### src/rtl/regfile_pkg.sv
// rtl/regfile_pkg.sv - shared register-file widths and dumper state encoding
package regfile_pkg;
   localparam int REG_ADDR_W = 5;
   localparam int REG_DATA_W = 32;
   localparam int NUM_REGS   = 32;

   typedef enum logic [1:0] {
      IDLE  = 2'd0,
      RUN   = 2'd1,
      DRAIN = 2'd2
   } dumpState_t;
endpackage

### src/rtl/regfile_dump_slot.sv
// rtl/regfile_dump_slot.sv - one-entry (addr, data) output register with valid/ready handshake
module regfile_dump_slot
   import regfile_pkg::*;
#(
   parameter int ADDR_W = REG_ADDR_W,
   parameter int DATA_W = REG_DATA_W
) (
   input  logic              clk,
   input  logic              rst,
   input  logic              load,
   input  logic [ADDR_W-1:0] loadAddr,
   input  logic [DATA_W-1:0] loadData,
   input  logic              ready,
   output logic              valid,
   output logic [ADDR_W-1:0] addr,
   output logic [DATA_W-1:0] data
);

   // The word is only replaced on load, so a stalled word never picks up later file writes.
   always_ff @(posedge clk) begin
      if (rst) begin
         valid <= 1'b0;
         addr  <= '0;
         data  <= '0;
      end else if (load) begin
         valid <= 1'b1;
         addr  <= loadAddr;
         data  <= loadData;
      end else if (valid && ready) begin
         valid <= 1'b0;
      end
   end

endmodule

### src/rtl/regfile_dumper.sv
// rtl/regfile_dumper.sv - sequential read-out of a register range as (address, data) words
module regfile_dumper
   import regfile_pkg::*;
#(
   parameter int ADDR_W = REG_ADDR_W,
   parameter int DATA_W = REG_DATA_W
) (
   input  logic              clk,
   input  logic              rst,
   input  logic              Start,
   input  logic [ADDR_W-1:0] FirstReg,
   input  logic [ADDR_W-1:0] LastReg,
   output logic [ADDR_W-1:0] ReadReg,
   input  logic [DATA_W-1:0] ReadData,
   output logic              DumpValid,
   input  logic              DumpReady,
   output logic [ADDR_W-1:0] DumpAddr,
   output logic [DATA_W-1:0] DumpData,
   output logic              Busy,
   output logic              Done
);

   localparam int CNT_W = ADDR_W + 1;

   dumpState_t        state;
   logic [ADDR_W-1:0] rdPtr;
   logic [CNT_W-1:0]  remaining;
   logic [ADDR_W-1:0] span;
   logic              load;

   // Modular difference makes First > Last wrap and First == Last+1 cover the whole file.
   assign span    = LastReg - FirstReg;
   assign load    = (state == RUN) && (!DumpValid || DumpReady);
   assign ReadReg = rdPtr;
   assign Busy    = (state != IDLE);

   always_ff @(posedge clk) begin
      if (rst) begin
         state     <= IDLE;
         rdPtr     <= '0;
         remaining <= '0;
         Done      <= 1'b0;
      end else begin
         Done <= 1'b0;
         case (state)
            IDLE: begin
               if (Start) begin
                  rdPtr     <= FirstReg;
                  remaining <= {1'b0, span} + CNT_W'(1);
                  state     <= RUN;
               end
            end
            RUN: begin
               if (load) begin
                  rdPtr     <= rdPtr + ADDR_W'(1);
                  remaining <= remaining - CNT_W'(1);
                  if (remaining == CNT_W'(1)) begin
                     state <= DRAIN;
                  end
               end
            end
            DRAIN: begin
               if (DumpValid && DumpReady) begin
                  Done  <= 1'b1;
                  state <= IDLE;
               end
            end
            default: state <= IDLE;
         endcase
      end
   end

   regfile_dump_slot #(
      .ADDR_W(ADDR_W),
      .DATA_W(DATA_W)
   ) u_slot (
      .clk     (clk),
      .rst     (rst),
      .load    (load),
      .loadAddr(rdPtr),
      .loadData(ReadData),
      .ready   (DumpReady),
      .valid   (DumpValid),
      .addr    (DumpAddr),
      .data    (DumpData)
   );

endmodule

### config.mk
export PLATFORM = sky130hd
export DESIGN_NAME = regfile_dumper
export DESIGN_NICKNAME = d
export VERILOG_FILES = /design/src/rtl/regfile_pkg.sv /design/src/rtl/regfile_dump_slot.sv /design/src/rtl/regfile_dumper.sv
export SDC_FILE = /design/constraint.sdc
export NUM_CORES = 1
export LEC_CHECK = 0
export CORE_MARGIN = 2
export CORE_UTILIZATION = 39
export DETAILED_ROUTE_END_ITERATION = 10
export GPL_TIMING_DRIVEN = 0
export PLACE_DENSITY = 0.76
export SLEW_MARGIN = 20
export SYNTH_ARGS = -nofsm -noshare
export SYNTH_HDL_FRONTEND = slang
export SYNTH_SLANG_ARGS = --single-unit
### constraint.sdc
create_clock -name clk -period 1.76 [get_ports clk]
set_input_delay 0.44 -clock clk [delete_from_list [all_inputs] [get_ports clk]]
set_output_delay 0.44 -clock clk [all_outputs]
set_load 0.005 [all_outputs]
# Word level (Yosys, flattened, before mapping)
# Cells that the tools add are included.
totals:
  reg_bits: 52
  out_inout_bits: 45
  in_bits: 46
  wordCells: 44
classes:
  n_reduce_logical: 11
  n_bitwise: 1
  eq_ne: 7
  muxes: 14
  add_sub_neg: 4
op_table:
  columns: ["operator", "count"]
  rows:
  - ["two-way mux 6 bit", 2]
  - ["case mux 6 bit (2 select lines)", 1]
  - ["two-way mux 5 bit", 2]
  - ["case mux 5 bit (2 select lines)", 1]
  - ["two-way mux 2 bit", 4]
  - ["adder 5 x 1 -> 6 bit, second input constant", 1]
  - ["equality test 6 x 1 -> 1 bit, second input constant", 1]
  - ["!= test 2 bit, second input constant", 3]
  - ["case mux 2 bit (3 select lines)", 1]
  - ["nonzero test 2 bit", 3]
  - ["subtractor 6 x 1 -> 6 bit, second input constant", 1]
  - ["adder 5 x 1 -> 5 bit, second input constant", 1]
  - ["subtractor 5 bit", 1]
  - ["AND reduction 4 bit", 1]
  - ["two-way mux 1 bit", 3]
  - ["AND reduction 3 bit", 1]
  - ["equality test 2 x 1 -> 1 bit, second input constant", 1]
  - ["equality test 2 bit, second input constant", 1]
  - ["logical AND 1 bit", 2]
  - ["logical NOT 2 bit", 1]
  - ["!= test 2 x 1 -> 1 bit, second input constant", 1]
  - ["OR reduction 2 bit", 1]
  - ["logical NOT 1 bit", 1]
  - ["logical OR 1 bit", 1]
  - ["NOT 1 bit", 1]

# Logic depth before layout (Yosys ltp)
depth:
  word_depth: 5
  ltp_mapped: 9
  ltp_nobuf: 9

# Modules after synthesis
# A second synthesis with hierarchy kept.
hier_totals:
  cells_unflattened: 243
  hier_area_um2: 2369.8
by_module_without_submodules:
  columns: ["module", "cells_per_inst", "area_per_inst_um2", "instances"]
  rows:
  - ["regfile_dump_slot", 123, 1361.3, 1]
  - ["regfile_dumper", 120, 1008.5, 1]

# Least setup slack after synthesis
# No wires, ideal clock.
synth_timing:
  kind: "input to register"
  from: "input LastReg[0]"
  to: "register remaining[2]"
  stages: 9
  setup_time_ps: 128
  t_arrival_ps: 1742
  slack_ps: -109
  path_buffers: 0
  path_cell_list: "inv_1 ha_1 inv_1 fa_1 ha_1 xnor2_1 o21ai_0 a22oi_1 nor2_1"
synth_between:
  elab_chain_len: 4
synth_rtl:
  columns: ["element", "line_no", "source"]
  rows:
  - ["start, declared", "regfile_dumper.sv:12", "input logic [ADDR_W-1:0] LastReg,"]
  - ["subtractor 5 bit", "regfile_dumper.sv:32", "assign span = LastReg - FirstReg;"]
  - ["adder 5 x 1 -> 6 bit", "regfile_dumper.sv:49", "remaining <= {1'b0, span} + CNT_W'(1);"]
  - ["two-way mux 6 bit", "regfile_dumper.sv:47", "if (Start) begin"]
  - ["case mux 6 bit (2 select lines)", "regfile_dumper.sv:45", "case (state)"]
  - ["end signal, assigned", "regfile_dumper.sv:49", null]
  - ["end signal, assigned", "regfile_dumper.sv:56", "remaining <= remaining - CNT_W'(1);"]
  - ["end, declared", "regfile_dumper.sv:27", "logic [CNT_W-1:0] remaining;"]
# No other way between the ends. The select of a mux whose other input is x is not followed.
# A chain may end at the register's enable or synchronous reset.

# Worst setup path in the final report
layout_timing:
  from: "input Start"
  to: "register remaining[2]"
layout_between:
  elab_chain_len: 2
layout_rtl:
  columns: ["element", "line_no", "source"]
  rows:
  - ["start, declared", "regfile_dumper.sv:10", "input logic Start,"]
  - ["!= test 2 bit (no line)", null, null]
  - ["AND reduction 3 bit (no line)", null, null]
# No other way between the ends.

==> flow_summary.ini <==
[floorplanning]
num_rows = 27
initial_core_util_pct = 40.85
io_pins = 91
chipHeight_um = 80.41
die_x_um = 80.41
dieArea_um2 = 6466
core_area_um2 = 5574

[sta]
timing.final.crit_period_ns = 1.779
slew_headroom_pct = 68.46
tns_ns = -0.01872
rsz0062_at_grt = true
tightest_slew_ns = 0.4731
period_share_pct = 101.1
setup_viol = 1
clock.fmax_mhz = 562.2
setup_ws_ns = -0.01872
drv_slew = 0
hold_viol_final = 0
clock-skew-final_ns = 0.007740
worst_hold_slack_ns = 0.4347

[placed_design]
portBuffers = 89
dp_cells = 450
hpwl_mm = 4.446
place_congestion = 0.7739

[clock_network]
clockRootBuffer = clkbuf_8
clk_pin_slew_worst_paths_ns = 0.09
clkLatencyLatePin_ns = 0.30
htreeDepth = 2
cts_made_buffers = 5
clock_path_buffers = 2
cts_tree = yes
cts_sinks = 52

[worst_setup_path]
cp-end-kind = flop
r2r_slack_ns = 0.05
cp.required_ns = 1.94
reg2reg_depth = 8
critPathKind = input port to flop
startpoint_type = input port
worstPathArrival_ns = 1.96
path_max_fanout = 10

[worst_hold_path]
min-delay-path-class = input port to flop
hold_depth = 3

[power_and_ir_drop]
leakagePower_uw = 0.001315
p_sw_share_pct = 28.69
comb_power_share_pct = 27.1
p_per_area_nw_per_um2 = 863.5
seqPwrFrac_pct = 45.2
max-vdd-ir-drop_mv = 0.5773
power.switching_uw = 864.9
power_frac_clock_pct = 27.7
internal_power_uw = 2150

[yosys]
synth_flop_cell = dfxtp_1
synth_top_area_cell = dfxtp_1
ys_seq_area_share_pct = 45.71
synth-async-reset-ratio_pct = 0
netlist_instances = 289
synth_warnings = 0
synth_top_cell_area_share_pct = 45.71
synth_nets = 344
synth_cell_types = 36
syn_avg_cell_area_um2 = 7.880
synth_area_leaders = dfxtp_1 46%, nand2_1 13%, a21oi_1 11%
synth_edf_count = 0
synth_area_um2 = 2277
synth-seq-cells = 52

[routing]
finalWirelength_mm = 6.033
via_per_inst = 4.922
route.detailed.drc = 0
first_iter_violations = 54
antenna_left = 0
vias = 2259
post_drt_wl_per_cell_um = 13.14
drt_pass1_iterations = 4

[global_routing]
grt_antenna_before_repair = 0
grt_pass1_wl_mm = 9.432
first_global_vias = 2068
grtUsageTotal_pct = 18.39
grt_max_degree = 17
grt-ovfl-total = 0

[layout]
antenna_cells = 0
seq_area_um2 = 1047
postLayoutCoreUtil_pct = 62.63
layout-drive-gt1-share_pct = 10.85
final_cells = 459
multi_input_area_um2 = 1204
fin_nets = 441
area_growth_pct = 53.30
fillerInstances = 496

[outcome]
violations = negative setup slack
outcome = finished, violations left

[run]
cap_violations = 0
-- stage by stage --
step,power [µW],worst slack [ns],instance area (µm²)
floorplan,1794,-0.04807,2326
global placement,2150,-0.7979,3307
detailed placement,2167,-0.8237,3307
CTS,3006,-0.02039,3450
global route,3190,-0.1323,3491
finish,3014,-0.01872,3491
-- cell usage after synthesis (2+ instances only) --
cell type,count
a31oi_1,3
nand2b_1,2
buf_2,10
o21ai_0,7
nand3b_1,3
a21o_1,3
nor3_1,3
nand4_1,2
dfxtp_1,52
a21oi_1,48
clkbuf_1,6
nor2_1,12
a211oi_1,3
xnor2_1,6
nand2_1,81
nor2b_1,3
ha_1,8
o221ai_1,2
nand3_1,7
xor2_1,2
inv_1,11
-- power groups by stage --
stage	Combinational, µW	Sequential, µW	Clock [µW]
floorplan	415	1380	0
global placement	772	1380	0
detailed placement	783	1380	0
CTS	796	1360	851
global route	907	1380	903
finish	816	1360	836
-- layout by cell type, fill, tap and decap left out, drive strengths merged, types with 2 or more instances in the layout --
| cell | count |
|---|---|
| nand2 | 82 |
| clkdlybuf4s50 | 81 |
| dfxtp | 52 |
| a21oi | 48 |
| clkbuf | 16 |
| nor2 | 12 |
| inv | 12 |
| buf | 10 |
| ha | 8 |
| nand3 | 7 |
| o21ai | 7 |
| xnor2 | 6 |
| dlygate4sd2 | 4 |
| nor2b | 3 |
| nor3 | 3 |
| a21o | 3 |
| nand3b | 3 |
| a31oi | 3 |
| a211oi | 3 |
| nand2b | 2 |
| o221ai | 2 |
| nand4 | 2 |
| xor2 | 2 |
-- critical path: stages --
cell and delay [ns]:
clkdlybuf4s50_1 0.53, o21bai_1 0.11, a21oi_1 0.27, clkbuf_4 0.28
o21ai_0 0.12, a22oi_2 0.15, nor2_1 0.05
-- cells by family after synthesis --
group | share of synthesized area (%)
simple gates | 22.03
compound gates | 18.13
flops | 45.71
buf+inv | 5.330
fa+ha+maj | 5.275
xor+xnor | 3.077
mux | 0.4396
-- path summary, 6_finish.rpt --
kind                                start                      endpoint
max                                 Start     remaining[2]$_SDFFE_PP0P_
min                           FirstReg[0]       ReadReg[0]$_SDFFE_PP0P_
max reg2reg         state[0]$_SDFFE_PP0P_     remaining[2]$_SDFFE_PP0P_
min reg2reg  u_slot.data[27]$_SDFFE_PP0P_  u_slot.data[27]$_SDFFE_PP0P_
-- timing repair --
action                                  in CTS  in global routing
resized for setup                           24                 15
setup buffers                                1                  0
pin swaps                                    6                  7
endpoints found under the setup margin       6                 37
hold buffers                                 0                  0
-- layout make-up --
| type | instances | share of cell area, % |
|---|---|---|
| Tap cell | 72 | 2.581 |
| Multi-Input combinational cell | 209 | 34.48 |
| Buffer | 17 | 2.760 |
| Clock inverter | 2 | 1.111 |
| Clock buffer | 6 | 2.079 |
| Timing Repair Buffer | 90 | 25.45 |
| Sequential cell | 52 | 30.00 |
| Inverter | 11 | 1.541 |
-- routing by layer --
layer	vias to the layer above	track usage [%]	part of all wire, %
li1	1163	-	-
met1	1008	24.62	45
met2	80	29.25	46
met3	8	4.494	7.7
met4	0	5.593	1.3
met5	-	0	0
-- registers in the layout, indices dropped and copies added (netlist names) --
name and cells:
u_slot.valid 1, remaining 6, u_slot.data 32, Done 1, u_slot.addr 5, ReadReg 5, state 2
Power figures use the tool's default switching activity.
